<file path="config.mk">
export PLATFORM = sky130hd
export DESIGN_NAME = time_set_router
export DESIGN_NICKNAME = d
export VERILOG_FILES = /design/src/rtl/time_set_pkg.sv /design/src/rtl/time_field_check.sv /design/src/rtl/time_set_router.sv
export SDC_FILE = /design/constraint.sdc
export NUM_CORES = 1
export LEC_CHECK = 0
export CORE_AREA = 2 2 96 98
export CTS_CLUSTER_SIZE = 25
export DETAILED_ROUTE_END_ITERATION = 7
export DIE_AREA = 0 0 98 100
export PLACE_DENSITY_LB_ADDON = 0.12
export SLEW_MARGIN = 40
export SYNTH_ARGS = -nofsm -noshare
export SYNTH_HDL_FRONTEND = slang
export SYNTH_HIERARCHICAL = 1
export SYNTH_SLANG_ARGS = --single-unit
</file>
<file path="constraint.sdc">
create_clock -name clk -period 1.2 [get_ports clk]
set_input_delay 0.18 -clock clk [delete_from_list [all_inputs] [get_ports clk]]
set_output_delay 0.18 -clock clk [all_outputs]
set_load 0.05 [all_outputs]
</file>
<file path="src/rtl/time_set_pkg.sv">
// Shared types and constants for the time-set router: FSM states, error codes,
// default field limits and bank indices.
package time_set_pkg;

    typedef enum logic [1:0] {
        ST_IDLE   = 2'd0,
        ST_CHECK  = 2'd1,
        ST_COMMIT = 2'd2
    } state_t;

    localparam logic [1:0] ERR_NONE  = 2'd0;
    localparam logic [1:0] ERR_SEL   = 2'd1;
    localparam logic [1:0] ERR_RANGE = 2'd2;
    localparam logic [1:0] ERR_BOTH  = 2'd3;

    localparam int DEF_LESS_MAX   = 59;
    localparam int DEF_MIDDLE_MAX = 59;
    localparam int DEF_BIG_MAX    = 23;

    localparam int TGT_CLOCK = 0;
    localparam int TGT_ALARM = 1;
    localparam int TGT_CNTDN = 2;

    // True when exactly one bit of the (zero-extended) select is set.
    function automatic logic is_onehot(input logic [31:0] v);
        return (v != 32'd0) && ((v & (v - 32'd1)) == 32'd0);
    endfunction

endpackage

</file>
<file path="src/rtl/time_field_check.sv">
// Legality check for one time field against its MAX limit.
// With TIME_SET_BCD_EN the field is packed BCD and is converted before comparing.
module time_field_check #(
    parameter int FIELD_W = 7,
    parameter int MAX     = 59
) (
    input  logic [FIELD_W-1:0] i_field,
    output logic               o_legal
);

`ifdef TIME_SET_BCD_EN
    logic [3:0]         w_ones;
    logic [FIELD_W-5:0] w_tens;
    logic [31:0]        w_bin;

    assign w_ones  = i_field[3:0];
    assign w_tens  = i_field[FIELD_W-1:4];
    assign w_bin   = 32'(w_tens) * 32'd10 + 32'(w_ones);
    // A ones digit above 9 is not a BCD digit, so it fails regardless of MAX.
    assign o_legal = (w_ones <= 4'd9) && (w_bin <= 32'(MAX));
`else
    assign o_legal = (32'(i_field) <= 32'(MAX));
`endif

endmodule

</file>
<file path="src/rtl/time_set_router.sv">
// Staged, range-checked router of a time triple into one of NUM_TARGETS banks.
// Optional packed-BCD field format is enabled with TIME_SET_BCD_EN.
module time_set_router
    import time_set_pkg::*;
#(
    parameter int NUM_TARGETS = 3,
    parameter int FIELD_W     = 7,
    parameter int LESS_MAX    = DEF_LESS_MAX,
    parameter int MIDDLE_MAX  = DEF_MIDDLE_MAX,
    parameter int BIG_MAX     = DEF_BIG_MAX
) (
    input  logic                           clk,
    input  logic                           rst,
    input  logic                           in_valid,
    output logic                           in_ready,
    input  logic [NUM_TARGETS-1:0]         in_sel,
    input  logic [FIELD_W-1:0]             in_less,
    input  logic [FIELD_W-1:0]             in_middle,
    input  logic [FIELD_W-1:0]             in_big,
    output logic [NUM_TARGETS*FIELD_W-1:0] bank_less,
    output logic [NUM_TARGETS*FIELD_W-1:0] bank_middle,
    output logic [NUM_TARGETS*FIELD_W-1:0] bank_big,
    output logic [NUM_TARGETS-1:0]         load_pulse,
    output logic                           err_pulse,
    output logic [1:0]                     err_code,
    output logic                           busy
);

    state_t                   r_state;
    logic [NUM_TARGETS-1:0]   r_sel;
    logic [FIELD_W-1:0]       r_less;
    logic [FIELD_W-1:0]       r_middle;
    logic [FIELD_W-1:0]       r_big;
    logic                     r_sel_ok;
    logic                     r_range_ok;
    logic [NUM_TARGETS-1:0]   r_load;
    logic                     r_err_pulse;
    logic [1:0]               r_err_code;
    logic                     r_busy;
    logic                     r_in_ready;

    logic                     w_less_ok;
    logic                     w_middle_ok;
    logic                     w_big_ok;
    logic                     w_commit;

    time_field_check #(.FIELD_W(FIELD_W), .MAX(LESS_MAX)) u_chk_less (
        .i_field (r_less),
        .o_legal (w_less_ok)
    );

    time_field_check #(.FIELD_W(FIELD_W), .MAX(MIDDLE_MAX)) u_chk_middle (
        .i_field (r_middle),
        .o_legal (w_middle_ok)
    );

    time_field_check #(.FIELD_W(FIELD_W), .MAX(BIG_MAX)) u_chk_big (
        .i_field (r_big),
        .o_legal (w_big_ok)
    );

    assign w_commit = (r_state == ST_COMMIT) && r_sel_ok && r_range_ok;

    always_ff @(posedge clk) begin
        if (rst) begin
            r_state     <= ST_IDLE;
            r_sel       <= '0;
            r_less      <= '0;
            r_middle    <= '0;
            r_big       <= '0;
            r_sel_ok    <= 1'b0;
            r_range_ok  <= 1'b0;
            r_load      <= '0;
            r_err_pulse <= 1'b0;
            r_err_code  <= ERR_NONE;
            r_busy      <= 1'b0;
            r_in_ready  <= 1'b1;
        end else begin
            r_load      <= '0;
            r_err_pulse <= 1'b0;
            case (r_state)
                ST_IDLE: begin
                    if (in_valid && r_in_ready) begin
                        r_sel      <= in_sel;
                        r_less     <= in_less;
                        r_middle   <= in_middle;
                        r_big      <= in_big;
                        r_err_code <= ERR_NONE;
                        r_busy     <= 1'b1;
                        r_in_ready <= 1'b0;
                        r_state    <= ST_CHECK;
                    end
                end
                ST_CHECK: begin
                    r_sel_ok   <= is_onehot(32'(r_sel));
                    r_range_ok <= w_less_ok && w_middle_ok && w_big_ok;
                    r_state    <= ST_COMMIT;
                end
                ST_COMMIT: begin
                    if (r_sel_ok && r_range_ok) begin
                        r_load <= r_sel;
                    end else begin
                        r_err_pulse <= 1'b1;
                        r_err_code  <= {~r_range_ok, ~r_sel_ok};
                    end
                    r_busy     <= 1'b0;
                    r_in_ready <= 1'b1;
                    r_state    <= ST_IDLE;
                end
                default: r_state <= ST_IDLE;
            endcase
        end
    end

    // Each bank owns its registers; only the one-hot selected bank loads on commit.
    for (genvar gi = 0; gi < NUM_TARGETS; gi++) begin : g_bank
        logic [FIELD_W-1:0] r_bank_less;
        logic [FIELD_W-1:0] r_bank_middle;
        logic [FIELD_W-1:0] r_bank_big;

        always_ff @(posedge clk) begin
            if (rst) begin
                r_bank_less   <= '0;
                r_bank_middle <= '0;
                r_bank_big    <= '0;
            end else if (w_commit && r_sel[gi]) begin
                r_bank_less   <= r_less;
                r_bank_middle <= r_middle;
                r_bank_big    <= r_big;
            end
        end

        assign bank_less[gi*FIELD_W +: FIELD_W]   = r_bank_less;
        assign bank_middle[gi*FIELD_W +: FIELD_W] = r_bank_middle;
        assign bank_big[gi*FIELD_W +: FIELD_W]    = r_bank_big;
    end

    assign in_ready   = r_in_ready;
    assign busy       = r_busy;
    assign load_pulse = r_load;
    assign err_pulse  = r_err_pulse;
    assign err_code   = r_err_code;

endmodule
</file>
After elaboration in Yosys (flattened, before gate mapping):

Index checks and enable logic that the tools add are counted.

* register bits: 99
* output and inout port bits: 71
* word-level logic and storage cells: 63

* $add $sub $neg: 1
* order comparisons: 3
* equal/unequal tests: 4
* mux-type cells: 10
* bitwise operators: 5
* reductions and logical operators: 19

Operators with widths (count)
* 3-bit by 32-bit AND with 32-bit output: 1
* 32-bit logical NOT: 1
* 7-bit by 6-bit less-or-equal comparator with 1-bit output (second input constant): 2
* 1-bit logical AND: 10
* 2-bit one-hot mux with 2 select lines: 2
* 7-bit by 5-bit less-or-equal comparator with 1-bit output (second input constant): 1
* 2-bit two-way mux: 3
* 2-bit inequality test (second input constant): 2
* 1-bit inverter: 4
* 1-bit one-hot mux with 2 select lines: 2
* 2-bit AND reduction: 2
* 3-bit by 1-bit subtractor with 4-bit output (second input constant): 1
* 1-bit two-way mux: 3
* 3-bit AND reduction: 1
* 3-bit nonzero test: 1
* 3-bit OR reduction: 1
* 2-bit by 1-bit == test with 1-bit output (second input constant): 1
* 2-bit == test (second input constant): 1
* 2-bit logical NOT: 1
* 2-bit nonzero test: 1
* 2-bit OR reduction: 1

Logic depth before layout (Yosys ltp):

* depth in word-level cells: 4
* gate-level depth with buffers: 6
* depth with buffers taken out: 3

Cells and area by module:

The synthesis kept the hierarchy.

By module, submodules not included
* time_set_router: times used 1, cells an instance 378, area an instance 3614.7 um^2
* time_field_check (u_chk_less ...): times used 2, cells an instance 1, area an instance 16.3 um^2
* time_field_check (u_chk_big): times used 1, cells an instance 1, area an instance 12.5 um^2

Worst setup path before layout:

OpenSTA, ideal clock, no wires.

* path type: register to register
* start point: register r_in_ready (netlist: in_ready)
* end point: register r_less[0]
* library setup time: 0.071 ns
* arrival time: 1.391 ns
* required time: 1.129 ns
* path slack: -0.262 ns
* cell stages (with the launch flop): 6
* buffers on the path: 2
* period minus slack after synthesis: 1.462 ns
* cells stage by stage: dfxtp_1 -> and4bb_2 -> buf_2 -> buf_2 -> nand2_1 -> a21oi_1

* cells in the longest elaborated chain, start to end: 2

Ends and longest elaborated chain
* start: declaration: RTL line time_set_router.sv:40 `logic r_in_ready;`
* start signal: assignment: RTL line time_set_router.sv:77 `r_in_ready <= 1'b1;`
* start signal: assignment: RTL line time_set_router.sv:90 `r_in_ready <= 1'b0;`
* start signal: assignment: RTL line time_set_router.sv:107 `r_in_ready <= 1'b1;`
* 1-bit logical AND: RTL line time_set_router.sv:83 `if (in_valid && r_in_ready) begin`
* 2-bit AND reduction (no line)
* end signal: assignment: RTL line time_set_router.sv:85 `r_less <= in_less;`
* end: declaration: RTL line time_set_router.sv:31 `logic [FIELD_W-1:0] r_less;`

No other way between the ends.
A chain may end at the register's enable or synchronous reset.

Final worst setup path:

* start point: register r_state[0]
* end point: register g_bank[1].r_bank_middle[1]

* cells in the longest elaborated chain, start to end: 4

Ends and longest elaborated chain
* start: declaration: RTL line time_set_router.sv:29 `state_t r_state;`
* start signal: assignment: RTL line time_set_router.sv:66 `r_state <= ST_IDLE;`
* start signal: assignment: RTL line time_set_router.sv:91 `r_state <= ST_CHECK;`
* start signal: assignment: RTL line time_set_router.sv:97 `r_state <= ST_COMMIT;`
* 2-bit == test: RTL line time_set_router.sv:62 `assign w_commit = (r_state == ST_COMMIT) && r_sel_ok && r_range_ok;`
* 1-bit logical AND (2 in a row): RTL line time_set_router.sv:62
* 1-bit logical AND: RTL line time_set_router.sv:126 `end else if (w_commit && r_sel[gi]) begin`
* end signal: assignment: RTL line time_set_router.sv:128 `r_bank_middle <= r_middle;`
* end: declaration: RTL line time_set_router.sv:118 `logic [FIELD_W-1:0] r_bank_middle;`

No other way between the ends.

==> key figures <==
Run status
  • Status: complete, but fails checks
  • Failing checks: setup timing

Power
  • Switching pwr: 1.48 mW
  • Leakage: 2.49 nW
  • Combinational share of power: 10.3%
  • Max VDD drop: 0.826 mV
  • Switching share of power: 23.0%
  • Power Internal: 4.95 mW
  • Design Power: 6.43 mW
  • Flop pwr share: 53.6%
  • PD cells: 1070 nW/um^2
  • Clock power share: 36.2%

STA
  • Fin crit share: 107%
  • Clock Skews: 0.0102 ns
  • Slew Limit Fails: 0
  • WHS: 0.291 ns
  • F_max: 777 MHz
  • Crit path time final: 1.29 ns
  • TNS Setup: -2.75 ns
  • Setup Viol. Count Final: 57
  • Relative max-transition margin: 84.5%
  • Final hold violation count: 0
  • RSZ-0062 raised after global routing: true
  • Setup WS post-layout: -0.0878 ns
  • Worst Tran Pin Value: 0.233 ns

GRT
  • Vias in the first global route: 3048
  • Largest net degree at the start of global routing: 39
  • Initial antenna violation count: 0
  • GRT Total Usage: 19.4%
  • Total congestion overflow: 0
  • First-pass GRT wire length: 15000 um

Synth
  • Register area share after synthesis: 54.2%
  • Synthesized flop and latch total: 99
  • Synthesized area: 3660 sq um
  • Synth warn: 6
  • Synthesized Nets: 408
  • Cell count after synthesis: 381
  • Syn avg cell area: 9.61 sq um
  • Distinct cell type count of the synthesized netlist: 30

Final layout
  • Fin nets: 517
  • Ratio of cells with drive above 1 in the final layout: 29.8%
  • Synth-to-layout area growth: 64.4%
  • Fillers: 696
  • Finished Cell Area: 6020 sq um
  • # diodes: 0

Setup path
  • CP Max Fanout: 8
  • WP data arrival: 1.57 ns
  • Critical path type: flip-flop to flip-flop
  • Crit end category: flip-flop
  • Worst setup SP type: flip-flop
  • Worst EP required: 1.48 ns

Run
  • Max Cap Viol: 0

Detailed routing
  • Initial drt markers: 88
  • Antenna Violating Nets Remaining: 0
  • Drt pass-1 iters: 5
  • DRC viols: 0
  • DR WL/cell: 15.5 um
  • Final WL: 9350 um
  • Total number of vias: 2975
  • Drt via density: 4.93

Floorplan
  • Row cnt: 35
  • Core area: 8890 sq um
  • Die outline height: 100 um
  • Width of the die: 98 um
  • Starting Density: 41.2%
  • I/O Pins: 98
  • Die area: 9800 sq um

Placed design
  • Post-DP HPWL: 6480 um
  • Placement Cell Area: 5660 sq um
  • Routability Congestion: 0.764
  • Dpl ws: -0.176 ns
  • IO Port Bufs: 97

Clock network
  • Max Root-Sink Buffers: 2
  • Worst-Skew Late Latency: 0.36 ns
  • H-Tree Level Count: 3
  • CTS sink count: 99
  • CTS tree: built
  • Num CTS Buffers: 9
  • Reg clk slew, reported paths: 0.09 ns
  • CTS root buf: clkbuf_8

Hold path
  • Hold Crit Class: input port to flip-flop
==> power by group through the flow <==
stage | combinational (mW) | sequential, mW | clock (mW)
after floorplan | 0.259 | 3.53 | 0
after CTS | 0.585 | 3.44 | 2.38
after global routing | 0.718 | 3.45 | 2.51
after global placement | 0.545 | 3.51 | 0
after detailed placement | 0.559 | 3.51 | 0
final | 0.661 | 3.45 | 2.33
==> timing repair <==
| item | CTS | global route |
|---|---|---|
| endpoints found under the setup margin | 68 | 74 |
| hold buffers | 0 | 0 |
| cloned | 1 | 1 |
| resized for setup | 7 | 24 |
| setup buffers | 0 | 2 |
| pin swaps | 0 | 3 |
==> layout by cell type, fill, tap and decap left out, types with 2 or more instances in the layout <==
master / n
clkdlybuf4s50_1: 25
nand2_2: 2
buf_12: 81
a211oi_1: 2
and2_4: 2
nand2b_1: 16
mux2i_1: 63
buf_4: 11
a41oi_2: 2
buf_2: 2
buf_6: 3
nand2_1: 119
a21oi_2: 17
dfxtp_2: 3
clkbuf_8: 11
dfxtp_1: 95
bufinv_16: 2
a21oi_1: 10
nor2_1: 8
==> Yosys cell counts, drive strengths merged <==
library cell	count	area, sq um
nand2b	16	100
a211oi	3	27.5
or2	1	6.26
nand4	1	6.26
a41oi	2	32.5
or2b	1	7.51
xor2	1	8.76
nand4bb	1	11.3
buf	14	95.1
a41o	1	10.0
nor2	8	30.0
nand3	1	5.00
a21oi	27	135
clkbuf	11	41.3
inv	1	3.75
and4bb	1	12.5
dfxtp	99	1980
nor2b	1	6.26
and2	2	15.0
nand2	122	460
and4b	1	10.0
o211ai	1	7.51
mux2i	64	641
nor3	1	5.00
==> metal layers <==
metal / wire, um / global-route usage [%]
met1: 4080 / 23.9
met2: 4710 / 33.2
met3: 459 / 5.50
met4: 102 / 5.34
met5: 0 / 0
==> sequential cells by signal, indices dropped and copies added (netlist names) <==
register,flops
in_ready,1
r_state,2
busy,1
r_sel_ok,1
g_bank.r_bank_less,21
r_sel,3
r_middle,7
err_pulse,1
load_pulse,3
g_bank.r_bank_big,21
g_bank.r_bank_middle,21
r_less,7
r_big,7
err_code,2
r_range_ok,1
==> per-stage QoR <==
stage	util (%)	cells
global route	67.7	604
finish	67.7	604
CTS	66.5	602
detailed placement	63.6	587
global placement	63.6	587
floorplan	-	381
==> worst paths after layout <==
check	start	endpoint	slack, ns	cells past startpoint
setup reg to reg	r_state[0]	g_bank[1].r_bank_middle[1]	-0.09	4
hold reg to reg	r_big[1]	r_big[1]	0.48	2
setup / recovery	r_state[0]	g_bank[1].r_bank_middle[1]	-0.09	4
hold / removal	rst	g_bank[0].r_bank_middle[0]	0.29	3
==> final cells by class <==
| class | instances | area, sq um | area share, % |
|---|---|---|---|
| clock buffers | 12 | 155 | 2.58 |
| clock inverters | 2 | 60.1 | 0.998 |
| inverters | 1 | 3.75 | 0.0624 |
| multi-input cells | 256 | 1650 | 27.4 |
| flip-flops and latches | 99 | 1990 | 33.1 |
| well taps | 111 | 139 | 2.31 |
| repair buffers | 123 | 2020 | 33.6 |
==> worst max-delay path, cell delays in order, from the launching register on <==
cell and delay [ns]:
dfxtp_2 0.33, and4b_2 0.33, and2_4 0.19, buf_12 0.14, mux2i_2 0.21
==> kinds of logic (layout without fill, tap and decap cells) <==
group	after synthesis	count (layout)	share of synthesized area (%)
mux	64	64	17.5
compound gates	34	34	5.81
flops	99	99	54.2
simple gates	157	157	18.5
xor+xnor	1	1	0.239
buf+inv	26	138	3.83
(Power assumes the default switching activity.)
==> RTL edit, RTL diff (same settings) <==
Re-encode `state_t` (3 states) as one-hot, 3 bits wide.
--- a/src/rtl/time_set_pkg.sv
+++ b/src/rtl/time_set_pkg.sv
@@ -3,8 +3,8 @@
 package time_set_pkg;
 
-    typedef enum logic [1:0] {
-        ST_IDLE   = 2'd0,
-        ST_CHECK  = 2'd1,
-        ST_COMMIT = 2'd2
+    typedef enum logic [2:0] {
+        ST_IDLE   = 3'b001,
+        ST_CHECK  = 3'b010,
+        ST_COMMIT = 3'b100
     } state_t;
 
Behaviour: no difference found for any inputs over 10 cycles, from zero or initial values and one cycle with rst high; not proved beyond that.
==> RTL edit against the unedited design <==
The flow still finishes with violations (negative setup slack). Power down 4.2%. Setup slack worse by 0.15 ns. Largest power group unchanged. Critical path type unchanged. Wire length up 2.2%. Highest routed layer unchanged. Sequential cell count up 1. Count of clock-buffer cells in the layout down 1. Cell area up 5.7%. Core utilization up 3.8 points. Area after synthesis up 9.6%.
==> RTL edit: results (changes against the unedited design) <==
- Synth Area per Inst: 11.0 µm² (+15%)
- Commonest cells post-synth: 111 x nand2b_1, 100 x dfxtp_1, 88 x mux2i_1
- DR WL/cell: 16.1 µm (+3.7%)
- Slowest stage cell, crit path: dfxtp_4
- DRT Pass-1 Iters: 4 (-1)
- DP Cell Count: 567 (-3.4%)
- P_leak: 2.63 nW (+5.5%)
- Final wirelength: 9560 µm (+2.2%)
- Worst VDD drop: 0.000585 V (-29%)
- Post-DP HPWL: 6100 µm (-6.0%)
- Vias/cell: 4.93 (+0.11%)
- Net Switching: 1.49 mW (+0.90%)
- Mapped Nets: 391 (-4.2%)
- GRT Total Usage: 18.3% (-1.1 points)
- First-pass GRT wire length: 14,400 µm (-4.2%)
- Final worst slack: -0.238 ns (-0.150 ns)
- Synth area leaders: dfxtp_1 50%, mux2i_1 22%, nand2b_1 17%
- Synth cell types: 32 (+6.7%)
- Outcome: complete, but fails checks
- Ratio of cells with drive above 1 in the final layout: 28.7% (-1.1 points)
- Crit path largest cell delay: 0.37 ns (+0.04 ns)
- Pre-CTS WS: -0.247 ns (-0.0707 ns)
- Slew HR: 84.7% (+0.18 points)
- Largest net degree at the start of global routing: 71 (+82%)
- Violated checks: negative setup slack
- Starting DRC count in detailed routing: 121 (+38%)
- Sequential share of the synthesized area: 49.9% (-4.2 points)
- Max FO, Critical Path: 7 (-1)
- Crit path DAT: 1.71 ns (+0.14 ns)
- Final setup violating endpoints: 80 (+40%)
- Biggest regs: g_bank.r_bank_big: 21 flops, g_bank.r_bank_less: 21 flops, g_bank.r_bank_middle: 21 flops
- Post-synth EDFFs: 0 (unchanged)
-- RTL edit: cell count changes after synthesis, sizes merged, moves of 2 or more --
cell / change
mux2i: +24
o32ai: +2
clkbuf: +3
or3b: +2
o21ai: +3
nand2: -119
a21oi: -26
nor2b: +4
nor3b: +3
buf: -4
nand2b: +95
-- RTL edit: metrics by stage --
step / hold WS [ns] / instance area (µm²)
global placement: 0.495 / 5910
global route: 0.287 / 6360
CTS: 0.261 / 6170
detailed placement: 0.500 / 5910
finish: 0.275 / 6360
floorplan: 0.335 / 4040
-- RTL edit: kinds of logic after synthesis --
| logic type | after synthesis | synth area share (%) |
|---|---|---|
| XOR/XNOR | 1 | 0.218 |
| buffers and inverters | 25 | 3.43 |
| flip-flops | 100 | 49.9 |
| AO/OA/AOI/OAI | 13 | 2.81 |
| multiplexers | 88 | 22.0 |
| AND/OR/NAND/NOR | 137 | 21.7 |
-- RTL edit: final cells by class --
class,instances,area (µm²)
Inverter,1,3.75
Multi-Input combinational cell,242,1980
Tap cell,111,139
Fill cell,636,2530
Sequential cell,100,2020
Clock buffer,11,153
Clock inverter,5,33.8
Timing Repair Buffer,125,2030
-- RTL edit: worst register-to-register path, delay by kind of cell, from the launching register on --
kind / cells / cell delay [ns]
buffers and inverters: 2 / 0.31
DFF: 1 / 0.37
muxes: 1 / 0.23
and+or+nand+nor: 2 / 0.45
-- RTL edit: power by group through the flow --
stage	sequential (mW)	combinational [mW]	clock [mW]
floorplan	3.56	0.323	0
CTS	3.46	0.648	2.07
detailed placement	3.54	0.596	0
global route	3.48	0.719	2.22
finish	3.46	0.673	2.03
global placement	3.54	0.589	0
-- RTL edit: layer usage --
| layer | vias up | GRT usage [%] | share of wire (%) |
|---|---|---|---|
| met1 | 1402 | 23.9 | 44 |
| met3 | 10 | 4.81 | 5.5 |
| met2 | 79 | 29.1 | 49 |
| li1 | 1443 | - | - |
| met5 | - | 0 | 0 |
| met4 | 0 | 6.73 | 1.3 |
-- RTL edit: final timing paths --
check / endpoint / cells past startpoint / from
hold / removal: r_state[1]$_SDFFE_PP0P_ / 3 / rst
hold reg to reg: g_bank[1].r_bank_middle[3]$_SDFFE_PP0P_ / 2 / g_bank[1].r_bank_middle[3]$_SDFFE_PP0P_
setup / recovery: r_middle[3]$_SDFFE_PP0P_ / 5 / r_state[1]$_SDFFE_PP0P_
setup reg to reg: r_middle[3]$_SDFFE_PP0P_ / 5 / r_state[1]$_SDFFE_PP0P_
-- RTL edit: what timing repair did --
item	CTS	global route
gates cloned	1	5
setup endpoints to repair	94	92
gates resized for setup	10	23
setup buffers	3	4
pin swaps	1	4
